===== src/rtl/fsm_pkg.sv =====
// Shared types and constants for the fsm read/delay/done sequencer.
package fsm_pkg;

    localparam int DLY_MAX = 16;
    localparam int CNT_W   = $clog2(DLY_MAX);

    typedef enum logic [1:0] {
        IDLE = 2'b00,
        READ = 2'b01,
        DLY  = 2'b11,
        DONE = 2'b10
    } state_t;

endpackage


===== src/rtl/fsm_dly_cnt.sv =====
// Down-counter timing the DLY state: clear, load, decrement and a zero flag.
module fsm_dly_cnt
    import fsm_pkg::*;
(
    input  logic             clk,
    input  logic             rst,
    input  logic             i_clr,
    input  logic             i_load,
    input  logic             i_dec,
    input  logic [CNT_W-1:0] i_load_val,
    output logic             o_zero
);

    logic [CNT_W-1:0] r_cnt;

    // NOTE: sequential state uses non-blocking (<=) so every flop samples pre-edge values.
    always_ff @(posedge clk or negedge rst) begin
        if (!rst) begin
            r_cnt <= '0;
        end else if (i_clr) begin
            r_cnt <= '0;
        end else if (i_load) begin
            r_cnt <= i_load_val;
        end else if (i_dec && (r_cnt != '0)) begin
            r_cnt <= r_cnt - 1'b1;
        end
    end

    assign o_zero = (r_cnt == '0);

endmodule


===== src/rtl/fsm.sv =====
// Moore sequencer IDLE -> READ -> DLY (DLY_CYCLES) -> DONE; define FSM_WS_EN to add the ws retry input.
module fsm
    import fsm_pkg::*;
#(
    parameter int DLY_CYCLES = 1
) (
    output logic ds,
    output logic rd,
    input  logic go,
    input  logic clk,
    input  logic rst
`ifdef FSM_WS_EN
    ,
    input  logic ws
`endif
);

    localparam logic [CNT_W-1:0] LOAD_VAL = CNT_W'(DLY_CYCLES - 1);

    state_t r_state;
    state_t w_next;
    logic   w_clr;
    logic   w_load;
    logic   w_dec;
    logic   w_zero;
    logic   w_ws;

`ifdef FSM_WS_EN
    assign w_ws = ws;
`else
    assign w_ws = 1'b0;
`endif

    always_ff @(posedge clk or negedge rst) begin
        if (!rst) begin
            r_state <= IDLE;
        end else begin
            r_state <= w_next;
        end
    end

    // NOTE: every output of this block is given a default first so no path infers a latch.
    always_comb begin
        w_next = r_state;
        w_clr  = 1'b0;
        w_load = 1'b0;
        w_dec  = 1'b0;
        rd     = 1'b0;
        ds     = 1'b0;
        unique case (r_state)
            IDLE: begin
                w_clr = 1'b1;
                if (go) w_next = READ;
            end
            READ: begin
                rd     = 1'b1;
                w_load = 1'b1;
                w_next = DLY;
            end
            DLY: begin
                rd = 1'b1;
                // A retry request restarts the read and re-arms the delay.
                if (w_ws) begin
                    w_clr  = 1'b1;
                    w_next = READ;
                end else if (w_zero) begin
                    w_next = DONE;
                end else begin
                    w_dec = 1'b1;
                end
            end
            DONE: begin
                ds     = 1'b1;
                w_clr  = 1'b1;
                w_next = IDLE;
            end
            default: begin
                w_next = IDLE;
            end
        endcase
    end

    fsm_dly_cnt u_dly_cnt (
        .clk        (clk),
        .rst        (rst),
        .i_clr      (w_clr),
        .i_load     (w_load),
        .i_dec      (w_dec),
        .i_load_val (LOAD_VAL),
        .o_zero     (w_zero)
    );

endmodule


===== config.mk =====
export PLATFORM = sky130hd
export DESIGN_NAME = fsm
export DESIGN_NICKNAME = d
export VERILOG_FILES = /design/src/rtl/fsm_pkg.sv /design/src/rtl/fsm_dly_cnt.sv /design/src/rtl/fsm.sv
export SDC_FILE = /design/constraint.sdc
export NUM_CORES = 1
export LEC_CHECK = 0
export BUFFER_PORTS_ARGS = -buffer_cell sky130_fd_sc_hd__buf_2
export CORE_AREA = 2 2 39 41
export DETAILED_ROUTE_END_ITERATION = 8
export DIE_AREA = 0 0 41 43
export PLACE_DENSITY = 0.43
export SLEW_MARGIN = 20
export SYNTH_ARGS = -nofsm -noshare
export SYNTH_HDL_FRONTEND = slang
export SYNTH_SLANG_ARGS = --single-unit

===== constraint.sdc =====
create_clock -name clk -period 1.42 [get_ports clk]
set_input_delay 0.213 -clock clk [delete_from_list [all_inputs] [get_ports clk]]
set_output_delay 0.213 -clock clk [all_outputs]
set_load 0.01 [all_outputs]

==> metrics.txt, run 1 <==
status=finished, final reports clean; row count=14; initial antenna violation count=0; Tcrit/Tclk final=93.6%; Total Routed Length=589 µm; DRT iter0 DRCs=6; Clk network pwr share=29.7%; critical path type=reg2reg; Die Footprint=1760 µm²; Clock transition at path regs=0.04 ns; DR WL/cell=11.3 µm; die width=41 µm; M1 WL=238 µm; sequential share of the synthesized area=49.4%; GRT Residual Overflow=0; DRC Markers=0; antenna-violating nets left=0; dominant synthesized flop cell=dfrtp_1; CP max stage cell=nor4b_1; Layout area overhead=26.7%; setup bufs post-CTS=0; fraction of layout cells with a size suffix above 1=30.6%; commonest non-fill, non-tap cell in the layout=dfrtp_1; antenna diode count=0; largest net degree at the start of global routing=11; design area=385 µm²; leakage power=0.167 nW; Logic pwr share=18.3%; most frequent cells in the layout=6 x dfrtp_1, 4 x buf_2, 3 x clkbuf_4; peak per-stage delay on the critical path=0.39 ns; peak supply drop=0.465 mV; worst-path cell chain=inv_1 > ha_1 > buf_4 > nor4b_1 > a211oi_2; Setup violations, final=0; placed cells=48; Post-Syn Nets=33; top layer in use=met3; Placer Congestion=0.807; IO buf count=4; met2 WL=327 µm; fin cells=52; Post-synth EDFFs=0; vias in the first global route=199; switch share=33.1%; Period minus WS final=1.33 ns; Yosys top cell area share=49.4%; H-tree levels=1; largest cells by area after synthesis=dfrtp_1 49%, mux2i_1 6.6%, nand3b_1 4.9%; CTS buffer count=3; clk_skew=0.00229 ns; Die Height=43 µm; Power Internal=0.338 mW; Netlist cell types=18; Skew-Pair Late Insertion Delay=0.24 ns; power density cells=1310 nW/µm²; Worst EP arrival=1.43 ns; CTS root buffer=clkbuf_4; Slew headroom=69.2%; WP data required=1.52 ns; vias per cell=4.35; synth warn=0; worst slew pin tran=0.456 ns; Syn Inst Count=29; via count=226; Post-DP Area=348 µm²; All-Layer GR Usage=7.40%; Async SR Flop Fraction=100%; Switch Pwr=0.167 mW; max frequency=0.752 GHz; CP Launch Type=flip-flop; CTS sink count=6; Syn Area/Cell=10.5 µm²; fin nets=42; Crit Path Max Fanout=4; Final HPWL DP=408 µm; pre-CTS setup slack=0.117 ns; Seq cells post-synth=6; Final Hold Vio Count=0; Ports=5; max-cap viol count=0; min-delay worst type=in2reg; Slew Viols, Final=0; CTS tree=built; PnR worst setup slack=0.0911 ns; synthesized area=304 µm²; Max Root-Sink Buffers=2; first-pass GRT wire length=828 µm; core area=1380 µm²; First-pass DRT Iterations=2; dominant cell type by area after synthesis=dfrtp_1; sequential power share=52.0%; initial core utilization=22.0%; met3 wire len=23 µm; Crit. End Element=flip-flop
-- state kept, by name (all words and copies together) (netlist names) --
register / count
r_state: 2
u_dly_cnt.r_cnt: 4
-- logic make-up after synthesis --
kind of cell | Yosys count | synth area share [%]
buffers and inverters | 5 | 6.17
DFF | 6 | 49.4
muxes | 2 | 6.58
AOI/OAI and AO/OA | 3 | 7.00
adders and majority gates | 1 | 4.11
and+or+nand+nor | 12 | 26.7
-- metrics by stage --
step                      utilization [%]  hold WS, ns  power, mW  setup TNS [ns]
after detailed placement             25.1       0.0406      0.351               0
after global routing                 27.8        0.257      0.531         -0.0788
final                                27.8        0.241      0.504               0
after floorplan                         -      -0.0826      0.321               0
after CTS                            27.5        0.240      0.507               0
after global placement               25.1       0.0461      0.346               0
-- power groups by stage --
stage	clock network [mW]	logic (mW)	registers (mW)
final	0.150	0.0924	0.262
after global routing	0.160	0.103	0.268
after CTS	0.157	0.0893	0.261
after detailed placement	0	0.0868	0.264
after global placement	0	0.0880	0.258
after floorplan	0	0.0986	0.222
-- layer usage --
| layer | global-route usage [%] | up-vias |
|---|---|---|
| met4 | 8.00 | 0 |
| met1 | 7.95 | 107 |
| met5 | 0 | - |
| li1 | - | 115 |
| met2 | 10.6 | 4 |
| met3 | 1.57 | 0 |
-- area by class of cell --
cell class	count	area, µm²
inverter	2	7.51
timing repair buffer	7	45.0
fill	146	998
clock buffer	3	22.5
sequential	6	150
tap	16	20.0
multi-input combinational	18	140
-- worst max-delay path, delay by kind of cell, from the launching register on --
family / cells / cell delay, ns
AO/OA/AOI/OAI: 1 / 0.09
AND/OR/NAND/NOR: 1 / 0.39
flip-flops: 1 / 0.38
buffers and inverters: 2 / 0.18
adder cells (fa/ha/maj): 1 / 0.15
-- worst paths after layout --
path | start | cells after the start | endpoint | slack [ns]
max | u_dly_cnt.r_cnt[1] | 5 | u_dly_cnt.r_cnt[1] | 0.09
min | go | 3 | r_state[0] | 0.24
max reg2reg | u_dly_cnt.r_cnt[1] | 5 | u_dly_cnt.r_cnt[1] | 0.09
min reg2reg | r_state[0] | 0 | r_state[1] | 0.57
max in group asynchronous | rst | 2 | u_dly_cnt.r_cnt[3] | 0.94
min in group asynchronous | rst | 2 | u_dly_cnt.r_cnt[0] | 0.33
-- synth_stat cells (2+ instances only) --
| cell type | n |
|---|---|
| dfrtp_1 | 6 |
| clkbuf_1 | 3 |
| inv_1 | 2 |
| mux2i_1 | 2 |
| nand3_1 | 2 |
| nand3b_1 | 2 |
-- what timing repair did --
action	CTS	global route
resized for setup	0	1
endpoints found under the hold margin	6	0
hold buffers	1	0
setup endpoints to repair	0	1
No activity file was read; power rests on OpenSTA's default activity.
==> run 2: changes to the inputs <==
ABC_AREA = 1   (was default)
PLACE_DENSITY = 0.42   (was 0.43)
==> metrics.txt, run 2 <==
most frequent cells after synthesis=6 x dfrtp_1, 5 x nand2_1, 5 x nand3_1, 3 x inv_1, 3 x nor2_1; Logic pwr share=21.7%; die width=41 µm; Final Hold Vio Count=0; Crit. End Element=output pin; Post-Syn Nets=38; peak per-stage delay on the critical path=0.41 ns; critical path's top delay family=flip-flops; most frequent cell after synthesis=dfrtp_1; DRT iter0 DRCs=2; Placer Congestion=0.714; CTS buffer count=3; Crit Path Max Fanout=5; Layout area overhead=22.4%; Final Util=25.7%; WHS=0.198 ns; sequential share of the synthesized area=51.7%; First-pass DRT Iterations=3; Max Root-Sink Buffers=2; cell depth of the worst hold path=3; Setup violations, final=0; R2R Setup Slk=0.34 ns; max-cap viol count=0; Die Footprint=1760 µm²; core area=1380 µm²; max reg flops=4; via count=216; All-Layer GR Usage=7.20%; status=finished, final reports clean; leakage power=0.182 nW; Seq cells post-synth=6; CP Buf/Inv Count=1; top flop regs=u_dly_cnt.r_cnt (4), r_state (2); Syn Area/Cell=8.54 µm²; DRC Markers=0; switch share=29.6%; fin cells=56; Netlist cell types=15; max frequency=0.912 GHz; fraction of layout cells with a size suffix above 1=30.0%; Yosys top cell area share=51.7%; Clk network pwr share=31.3%; Total Routed Length=433 µm; Hold Crit Start=go; vias per cell=3.86; WHS Endpoint=r_state[0]; Switch Pwr=0.140 mW; FF-to-FF End=r_state[0]; sequential power share=47.0%; Worst EP arrival=0.88 ns; initial core utilization=21.0%; Final HPWL DP=343 µm; most frequent cells in the layout=6 x dfrtp_1, 5 x nand2_1, 5 x nand3_1; min-delay worst type=in2reg; first-pass GRT wire length=828 µm; row count=14; power density cells=1330 nW/µm²; placed cells=52; Slew Viols, Final=0; clk_skew=0.00223 ns; initial antenna violation count=0; DR WL/cell=7.73 µm; largest cells by area after synthesis=dfrtp_1 52%, nand3_1 8.6%, nand2_1 6.5%; WP data required=1.21 ns; H-tree levels=1; Skew-Pair Late Insertion Delay=0.24 ns; dominant synthesized flop cell=dfrtp_1; synth warn=0; synthesized area=290 µm²; antenna-violating nets left=0; CTS tree=built; Power Internal=0.334 mW; Clock transition at path regs=0.04 ns; dominant cell type by area after synthesis=dfrtp_1; commonest non-fill, non-tap cell in the layout=dfrtp_1; worst slew pin tran=0.171 ns; CTS root buffer=clkbuf_4; CP Launch Type=flip-flop; Biggest register=u_dly_cnt.r_cnt; worst r2r path cells=5; Ports=5; fin nets=46; IO buf count=4; Die Height=43 µm; critical path type=reg2out; vias in the first global route=202; Slew headroom=88.5%; largest net degree at the start of global routing=7; CTS sink count=6; worst-path cell chain=nor2_1 > buf_2; RSZ-0062 raised after global routing=no; Post-synth EDFFs=0; GRT Residual Overflow=0; CP max stage cell=dfrtp_1; Async SR Flop Fraction=100%; Tcrit/Tclk final=77.2%; worst r2r src=u_dly_cnt.r_cnt[0]; Period minus WS final=1.10 ns; antenna diode count=0; Syn Inst Count=34; peak supply drop=0.644 mV; setup TNS=0 ns; filler cell count=146
[run 2: stage by stage]
| step | total power, mW | cell area, µm² | setup slack [ns] |
|---|---|---|---|
| global placement | 0.330 | 323 | 0.329 |
| finish | 0.474 | 355 | 0.324 |
| floorplan | 0.300 | 290 | 0.433 |
| detailed placement | 0.328 | 323 | 0.323 |
| global route | 0.516 | 355 | 0.250 |
| CTS | 0.487 | 355 | 0.306 |
[run 2: layer usage]
metal  vias up  routed length, µm  track usage (%)
li1        118                  -                -
met3         0                 20             4.71
met1        93                247             10.6
met4         0                  0             4.00
met2         5                166             7.50
met5         -                  0                0
[run 2: power by group through the flow]
stage	Sequential [mW]	Combinational [mW]	Clock [mW]
finish	0.223	0.103	0.148
global route	0.226	0.114	0.176
global placement	0.227	0.103	0
floorplan	0.220	0.0801	0
CTS	0.224	0.104	0.159
detailed placement	0.224	0.103	0
[run 2: what timing repair did]
item / 4_1_cts / 5_1_grt
hold endpoints to repair: 6 / 0
hold buffers: 1 / 0
setup buffers: 0 / 0
gates resized for setup: 0 / 0
[run 2: area by class of cell]
cell class | count | area, µm² | area share [%]
Inverter | 5 | 20.0 | 5.63
Sequential cell | 6 | 150 | 42.3
Tap cell | 16 | 20.0 | 5.63
Clock buffer | 3 | 22.5 | 6.34
Timing Repair Buffer | 5 | 30.0 | 8.45
Multi-Input combinational cell | 21 | 113 | 31.7
[run 2: worst max path at each step]
stage / to / depth (start not counted) / from / slack [ns]
final: ds / 2 / r_state[0] / 0.32
after detailed placement: r_state[0] / 5 / u_dly_cnt.r_cnt[0] / 0.32
after global placement: r_state[0] / 5 / u_dly_cnt.r_cnt[0] / 0.33
after floorplan: r_state[0] / 5 / u_dly_cnt.r_cnt[0] / 0.43
after CTS: ds / 2 / r_state[0] / 0.31
after global routing: r_state[0] / 5 / u_dly_cnt.r_cnt[0] / 0.25
[run 2: cells by family after synthesis]
| family | count (synthesis) | synth area share [%] |
|---|---|---|
| AO/OA/AOI/OAI | 2 | 3.44 |
| XOR/XNOR | 1 | 3.02 |
| adder cells (fa/ha/maj) | 1 | 4.31 |
| buffers and inverters | 7 | 9.48 |
| flip-flops | 6 | 51.7 |
| AND/OR/NAND/NOR | 17 | 28.0 |
[run 2: tightest hold or removal path: cells and delay by family]
kind | cells | cell delay, ns
and+or+nand+nor | 1 | 0.06
AOI/OAI and AO/OA | 1 | 0.06
buffers and inverters | 1 | 0.07
